===== config.mk =====
export PLATFORM = sky130hd
export DESIGN_NAME = alu_share_arbiter
export DESIGN_NICKNAME = d
export VERILOG_FILES = /design/src/rtl/alu_share_arbiter.sv
export SDC_FILE = /design/constraint.sdc
export NUM_CORES = 1
export LEC_CHECK = 0
export ABC_AREA = 1
export BUFFER_PORTS_ARGS = -buffer_cell sky130_fd_sc_hd__clkbuf_2
export CAP_MARGIN = 20
export CORE_ASPECT_RATIO = 0.75
export CORE_MARGIN = 3
export CORE_UTILIZATION = 30
export DETAILED_ROUTE_END_ITERATION = 6
export PLACE_DENSITY = 0.6
export SLEW_MARGIN = 30
export SYNTH_ARGS = -nofsm -noshare
export SYNTH_HDL_FRONTEND = slang
export SYNTH_SLANG_ARGS = --single-unit

===== constraint.sdc =====
create_clock -name clk -period 4.3 [get_ports clk]
set_clock_uncertainty 0.2 [all_clocks]
set_input_delay 0.215 -clock clk [delete_from_list [all_inputs] [get_ports clk]]
set_output_delay 0.215 -clock clk [all_outputs]
set_load 0.1 [all_outputs]

===== src/rtl/alu_share_arbiter.sv =====
// Round-robin arbiter sharing one combinational ALU between two requesters.
// One operation in flight: IDLE grants and latches, EXEC drives the ALU, RESP holds the result.
module alu_share_arbiter #(
  parameter int WIDTH     = 32,
  parameter int CNT_WIDTH = 16
) (
  input  logic                 clk,
  input  logic                 reset_n,
  input  logic                 req0_valid,
  output logic                 req0_ready,
  input  logic [WIDTH-1:0]     req0_a,
  input  logic [WIDTH-1:0]     req0_b,
  input  logic [2:0]           req0_cmd,
  input  logic                 req1_valid,
  output logic                 req1_ready,
  input  logic [WIDTH-1:0]     req1_a,
  input  logic [WIDTH-1:0]     req1_b,
  input  logic [2:0]           req1_cmd,
  output logic                 rsp_valid,
  input  logic                 rsp_ready,
  output logic                 rsp_id,
  output logic [WIDTH-1:0]     rsp_result,
  output logic                 rsp_carryout,
  output logic                 rsp_zero,
  output logic                 rsp_overflow,
  output logic [WIDTH-1:0]     alu_operandA,
  output logic [WIDTH-1:0]     alu_operandB,
  output logic [2:0]           alu_command,
  input  logic [WIDTH-1:0]     alu_result,
  input  logic                 alu_carryout,
  input  logic                 alu_zero,
  input  logic                 alu_overflow,
  output logic                 busy,
  output logic [CNT_WIDTH-1:0] ops_count
);

  typedef enum logic [1:0] {
    ST_IDLE = 2'd0,
    ST_EXEC = 2'd1,
    ST_RESP = 2'd2
  } state_t;

  state_t               r_state;
  state_t               w_state_next;
  logic                 r_rr_ptr;
  logic [WIDTH-1:0]     r_a;
  logic [WIDTH-1:0]     r_b;
  logic [2:0]           r_cmd;
  logic                 r_id;
  logic                 r_rsp_valid;
  logic                 r_rsp_id;
  logic [WIDTH-1:0]     r_rsp_result;
  logic                 r_rsp_carryout;
  logic                 r_rsp_zero;
  logic                 r_rsp_overflow;
  logic [CNT_WIDTH-1:0] r_ops_count;

  logic                 w_any_valid;
  logic                 w_grant_id;
  logic                 w_accept;
  logic                 w_rsp_done;

  // A lone requester wins outright; contention is settled by the round-robin pointer.
  assign w_any_valid = req0_valid | req1_valid;
  assign w_grant_id  = (req0_valid & req1_valid) ? r_rr_ptr : req1_valid;
  assign w_accept    = reset_n & (r_state == ST_IDLE) & w_any_valid;
  assign w_rsp_done  = (r_state == ST_RESP) & rsp_ready;

  assign req0_ready = w_accept & ~w_grant_id;
  assign req1_ready = w_accept & w_grant_id;

  assign alu_operandA = r_a;
  assign alu_operandB = r_b;
  assign alu_command  = r_cmd;

  assign rsp_valid    = r_rsp_valid;
  assign rsp_id       = r_rsp_id;
  assign rsp_result   = r_rsp_result;
  assign rsp_carryout = r_rsp_carryout;
  assign rsp_zero     = r_rsp_zero;
  assign rsp_overflow = r_rsp_overflow;
  assign busy         = (r_state != ST_IDLE);
  assign ops_count    = r_ops_count;

  // State register.
  always_ff @(posedge clk or negedge reset_n) begin
    if (!reset_n) begin
      r_state <= ST_IDLE;
    end else begin
      r_state <= w_state_next;
    end
  end

  // Next-state logic: EXEC always lasts a single cycle.
  always_comb begin
    w_state_next = r_state;
    case (r_state)
      ST_IDLE: begin
        if (w_any_valid) begin
          w_state_next = ST_EXEC;
        end else begin
          w_state_next = ST_IDLE;
        end
      end
      ST_EXEC: w_state_next = ST_RESP;
      ST_RESP: begin
        if (rsp_ready) begin
          w_state_next = ST_IDLE;
        end else begin
          w_state_next = ST_RESP;
        end
      end
      default: w_state_next = ST_IDLE;
    endcase
  end

  // Operand latch and round-robin pointer, updated only on a grant.
  always_ff @(posedge clk or negedge reset_n) begin
    if (!reset_n) begin
      r_rr_ptr <= 1'b0;
      r_a      <= '0;
      r_b      <= '0;
      r_cmd    <= 3'd0;
      r_id     <= 1'b0;
    end else if (w_accept) begin
      r_rr_ptr <= ~w_grant_id;
      r_a      <= w_grant_id ? req1_a   : req0_a;
      r_b      <= w_grant_id ? req1_b   : req0_b;
      r_cmd    <= w_grant_id ? req1_cmd : req0_cmd;
      r_id     <= w_grant_id;
    end
  end

  // Response capture at the end of EXEC; held until the consumer takes it.
  always_ff @(posedge clk or negedge reset_n) begin
    if (!reset_n) begin
      r_rsp_valid    <= 1'b0;
      r_rsp_id       <= 1'b0;
      r_rsp_result   <= '0;
      r_rsp_carryout <= 1'b0;
      r_rsp_zero     <= 1'b0;
      r_rsp_overflow <= 1'b0;
    end else if (r_state == ST_EXEC) begin
      r_rsp_valid    <= 1'b1;
      r_rsp_id       <= r_id;
      r_rsp_result   <= alu_result;
      r_rsp_carryout <= alu_carryout;
      r_rsp_zero     <= alu_zero;
      r_rsp_overflow <= alu_overflow;
    end else if (w_rsp_done) begin
      r_rsp_valid    <= 1'b0;
    end
  end

  // Completed-operation counter, wraps naturally.
  always_ff @(posedge clk or negedge reset_n) begin
    if (!reset_n) begin
      r_ops_count <= '0;
    end else if (w_rsp_done) begin
      r_ops_count <= r_ops_count + CNT_WIDTH'(1);
    end
  end

endmodule

==> flow_summary.ini, run 1 <==
[outcome]
outcome = finished, final reports clean

[cts]
htree_levels = 4
ctsResizeCount = 0
cts_hold_buffers = 173
cts_sinks = 124
cts_tree = yes
cts_root_buf = clkbuf_16
clkTransAtPathRegs_ns = 0.05
numCtsBuffers = 17
clock_path_buffers = 2
clock_latency_ns = 0.41
postCtsSetupBuffers = 0

[finish]
regArea_sq_um = 3100
syn2layout_area_growth_pct = 76.2
multi_input_area_sq_um = 1920
num_antenna_cells = 0
drive_gt1_share_pct = 36.3
fin_nets = 1198
filler_cell_count = 1495

[detailed_routing]
ant_nets = 0
dr.pass1.iters = 4
viasPerCell = 4.47
wl_per_cell_um = 14.2
vias = 5587
first_iter_violations = 242
routed_wl_mm = 17.8
drc = 0

[grt]
overflow = 0
grt_max_degree = 69
grt_pass1_vias = 5824
track_usage_pct = 18.7
grt_first_pass_wirelength_mm = 28.2
antenna_found_initial = 0

[sta]
max_freq_ghz = 0.292
rsz0062_at_grt = no
fin_crit_ns = 3.42
relSlewSlack_pct = 39.5
final.setup.tns_ns = 0
worst_pin_slew_ns = 0.906
slew_viol_final = 0
hold_viol_final = 0
finalCritPeriodShare_pct = 79.6
setup_violations = 0

[synthesis]
syn_area_per_cell_sq_um = 9.43
syn_area_sq_um = 5210
ys_types = 21
syn-num-nets = 728
synth.largest_area_cell = dfrtp_1
yosysMostFrequentCell = nand2_1
synth-main-ff-cell = dfrtp_1
ys_seq_area_share_pct = 59.5
synth_edf_count = 0
async_flop_share_pct = 100
synthDominantCellAreaShare_pct = 59.5
ys_ff_latch = 124
yosys-top-cells-area = dfrtp_1, nand2_1, mux2_2
synth_cells = 553
yosysWarnings = 0
yosys-top-cells-count = nand2_1, dfrtp_1, nand3_1, mux2_2

[die]
start_util_pct = 30.8
core_area_sq_um = 16900
die-area_sq_um = 19000
die_w_um = 158
die_y_um = 120
rows = 41
ios = 297

[placement]
port_buffers = 296
gp_congestion = 0.742
hpwlAfterDp_mm = 11.2

[critical_path]
cp-start-kind = input pin
crit_required_ns = 4.44
slowest_delay_ns = 0.61
crit_family = buffers and inverters
critPathKind = input pin to flop
worst-path-buf-inv = 4
crit_arrival_ns = 3.56
path_cells = dlygate4sd3_1 > buf_4 > nand4_4 > nor2_4 > buf_4 > nand2_1 > nand3_1 > dlygate4sd3_1
slowest_stage = buf_4
cp-end-kind = flop
worstPathMaxFanout = 68

[flow_run]
cap_violations = 0

[min_path]
hold_path_class = input pin to async pin
[flip-flops by register name, summed over array words and instances (netlist names)]
| name | cells |
|---|---|
| alu_operandA | 32 |
| alu_operandB | 32 |
| rsp_result | 32 |
| ops_count | 16 |
| alu_command | 3 |
| r_state | 2 |
| r_id | 1 |
| r_rr_ptr | 1 |
| rsp_carryout | 1 |
| rsp_id | 1 |
| rsp_overflow | 1 |
| rsp_valid | 1 |
| rsp_zero | 1 |
[placed cells by master, fill, tap and decap left out, types with 2 or more instances in the layout]
| cell | count |
|---|---|
| nand4_1 | 4 |
| clkinvlp_4 | 2 |
| clkbuf_16 | 17 |
| dfrtp_1 | 124 |
| nor3_1 | 2 |
| nand3_1 | 77 |
| nor2_4 | 2 |
| xnor2_1 | 6 |
| buf_4 | 8 |
| nand2_1 | 235 |
| dlygate4sd3_1 | 173 |
| clkbuf_2 | 295 |
| inv_2 | 4 |
| clkinv_4 | 3 |
| mux2_2 | 35 |
| clkbuf_1 | 3 |
| o21ai_0 | 2 |
| clkinv_2 | 5 |
| a21oi_1 | 4 |
| xor2_1 | 4 |
| inv_1 | 16 |
| nor2_1 | 8 |
[metrics by stage]
step                setup WS [ns]  util (%)  hold slack [ns]  area, sq um  instances
floorplan                    2.00         -           -0.281         5210        553
global placement             1.37      40.8           0.0522         6910       1046
detailed placement           1.34      40.8           0.0512         6910       1046
CTS                         0.781      54.3            0.167         9190       1251
global route                0.598      54.3            0.187         9190       1251
finish                      0.879      54.3            0.169         9190       1251
[worst reg2reg max path, cell delays in order, from the launching register on]
cell,delay [ns]
dfrtp_1,0.40
inv_2,0.10
nand4_4,0.48
nor2_4,0.26
buf_4,0.61
nand2_1,0.20
nand3_1,0.14
dlygate4sd3_1,0.55
[final timing paths]
path                            slack (ns)  cells past startpoint                            to                   from
worst max-delay path                  0.88                      8  alu_operandB[25]$_DFFE_PN0N_                reset_n
worst min-delay path                  0.17                      2      ops_count[1]$_DFFE_PN0P_                reset_n
worst min register to register        0.27                      2         rsp_valid$_DFFE_PN0P_  rsp_valid$_DFFE_PN0P_
worst max register to register        1.29                      7  alu_operandB[25]$_DFFE_PN0N_   r_state[1]$_DFF_PN0_
max in group asynchronous             2.74                      3  alu_operandB[22]$_DFFE_PN0N_                reset_n
min in group clk                      0.27                      2         rsp_valid$_DFFE_PN0P_  rsp_valid$_DFFE_PN0P_
[layout make-up]
cell class | instances | area share (%)
Tap cell | 215 | 2.93
Multi-Input combinational cell | 384 | 20.9
Sequential cell | 124 | 33.8
Clock buffer | 21 | 4.90
Clock inverter | 11 | 1.05
Timing Repair Buffer | 476 | 35.6
Inverter | 20 | 0.817
[cells by family after synthesis]
logic type | synth area share (%)
compound gates | 0.576
xor+xnor | 1.68
fa+ha+maj | 0.240
buf+inv | 3.91
flops | 59.5
mux | 7.56
simple gates | 26.5
[per-layer routing]
metal  up-vias  part of all wire (%)  track usage, %
li1       2722                     -               -
met1      2613                    41            22.2
met2       225                    49            31.7
met3        27                   8.3            6.34
met4         0                   1.9            6.23
met5         -                     0               0
Power of run 1 is left out: the tool's default activity adds up to more than one toggle a clock period on the data nets, which glitch-free logic cannot reach.
==> inputs of run 2 (changes only) <==
- clock period: 4.3 -> 3.2 ns (I/O delays scaled with it)
==> run 2 against run 1 <==
  * Global-route usage rose by 0.34 points
  * Final area rose by 2.4%
  * Via count rose by 0.45%
  * First-iteration DRC count fell by 1.2%
  * Sequential share of layout area fell by 0.78 points
  * Register-to-register slack got worse by 0.65 ns
  * Critical path type unchanged
  * Highest routed layer unchanged
==> flow_summary.ini, run 2 (synthesis gave the netlist of run 1 again) <==
[min_path]
holdPathEnd = r_rr_ptr$_DFFE_PN0N_
min_from = req0_valid
hold_path_class = input pin to flop
min_path_cells = 5

[detailed_routing]
vias = 5612
dr.pass1.iters = 5
wl_per_cell_um = 14.5
routed_wl_mm = 18.1
first_iter_violations = 239
viasPerCell = 4.48
drc = 0
ant_nets = 0

[cts]
cts_tree = yes
ctsResizeCount = 0
clkTransAtPathRegs_ns = 0.05
cts_sinks = 124
clock_path_buffers = 2
cts_root_buf = clkbuf_16
clock_latency_ns = 0.40
htree_levels = 4
postCtsSetupBuffers = 0
numCtsBuffers = 17

[die]
core_area_sq_um = 16900
ios = 297
rows = 41
die_w_um = 158
die_y_um = 120
start_util_pct = 30.8
die-area_sq_um = 19000

[sta]
hold_viol_final = 0
max_freq_ghz = 0.381
fin_crit_ns = 2.62
final.setup.tns_ns = 0
finalCritPeriodShare_pct = 81.9
rsz0062_at_grt = no
setup_violations = 0
fin_ws_ns = 0.579
relSlewSlack_pct = 46.8
slew_viol_final = 0
worst_pin_slew_ns = 0.798

[grt]
gr-usage-met2_pct = 32.2
track_usage_pct = 19.0
antenna_found_initial = 0
grt_busiest_layer = met2
grt_first_pass_wirelength_mm = 28.7
grt_pass1_vias = 5943
grt_max_degree = 69
met1_usage_pct = 22.3
grtUsageMet3_pct = 6.16
overflow = 0

[critical_path]
r2r-start = r_rr_ptr$_DFFE_PN0N_
critPathKind = input pin to flop
cp-start-kind = input pin
rrSetupSlack_ns = 0.64
worstPathMaxFanout = 37
slowest_stage = dlygate4sd3_1
r2r_cells = 8
cp-end-kind = flop
slowest_delay_ns = 0.57
reg2reg_to = alu_operandB[25]$_DFFE_PN0N_
path_cells = dlygate4sd3_1 > clkbuf_2 > inv_2 > a21oi_1 > inv_2 > nor2_4 > buf_4 > nand2_1 > nand3_1 > dlygate4sd3_1
crit_required_ns = 3.33
crit_arrival_ns = 2.75

[placement]
gp_congestion = 0.773
pre_cts_slack_ns = 1.20
dpl.cell_count = 1047
hpwlAfterDp_mm = 11.5
port_buffers = 296

[finish]
post_layout_nonfiller_instances = 1254
syn2layout_area_growth_pct = 80.4
final_common_cell = clkbuf_2
mostFrequentLayoutCells = clkbuf_2, nand2_1, dlygate4sd3_1
fin_nets = 1200
drive_gt1_share_pct = 36.6

[outcome]
outcome = finished, final reports clean

[flow_run]
cap_violations = 0
## run 2: worst max-delay path by stage
stage	start	endpoint	slack, ns	cells past startpoint
floorplan	ops_count[0]$_DFFE_PN0P_	ops_count[6]$_DFFE_PN0P_	0.89	5
global placement	r_rr_ptr$_DFFE_PN0N_	alu_operandB[27]$_DFFE_PN0N_	1.24	7
detailed placement	r_rr_ptr$_DFFE_PN0N_	alu_operandA[28]$_DFFE_PN0N_	1.20	7
CTS	req1_valid	alu_operandA[28]$_DFFE_PN0N_	0.58	10
global route	req1_valid	alu_operandB[25]$_DFFE_PN0N_	0.43	10
finish	req1_valid	alu_operandB[25]$_DFFE_PN0N_	0.58	10
## run 2: routing by layer
layer  up-vias  wire length [um]
met4         0               419
met5         -                 0
li1       2717                 -
met3        32              1350
met1      2618              7360
met2       245              9000
## run 2: worst max-delay path, delay by kind of cell
kind	cells	cell delay [ns]
buffers and inverters	6	1.77
AND/OR/NAND/NOR	3	0.52
AO/OA/AOI/OAI	1	0.28
## run 2: metrics by stage
step	util, %	cell area (sq um)	hold WS (ns)
after global placement	41.1	6960	-0.213
after floorplan	-	5210	-0.336
after CTS	55.5	9400	0.00490
final	55.6	9400	0.0243
after global routing	55.5	9400	0.0474
after detailed placement	41.1	6960	-0.216
## run 2: final cells by class
type                    instances  area, sq um
diodes                          1         2.50
inverters                      20         75.1
well taps                     215          269
multi-input cells             384         1920
clock buffers                  22          494
fillers                      1460         7520
repair buffers                478         3330
flip-flops and latches        124         3100
clock inverters                10          208
## run 2: repair_timing
item | in CTS | in global routing
hold buffers | 174 | 0
setup endpoints to repair | 0 | 0
hold endpoints to repair | 232 | 0
Power of run 2 is left out for the same reason.
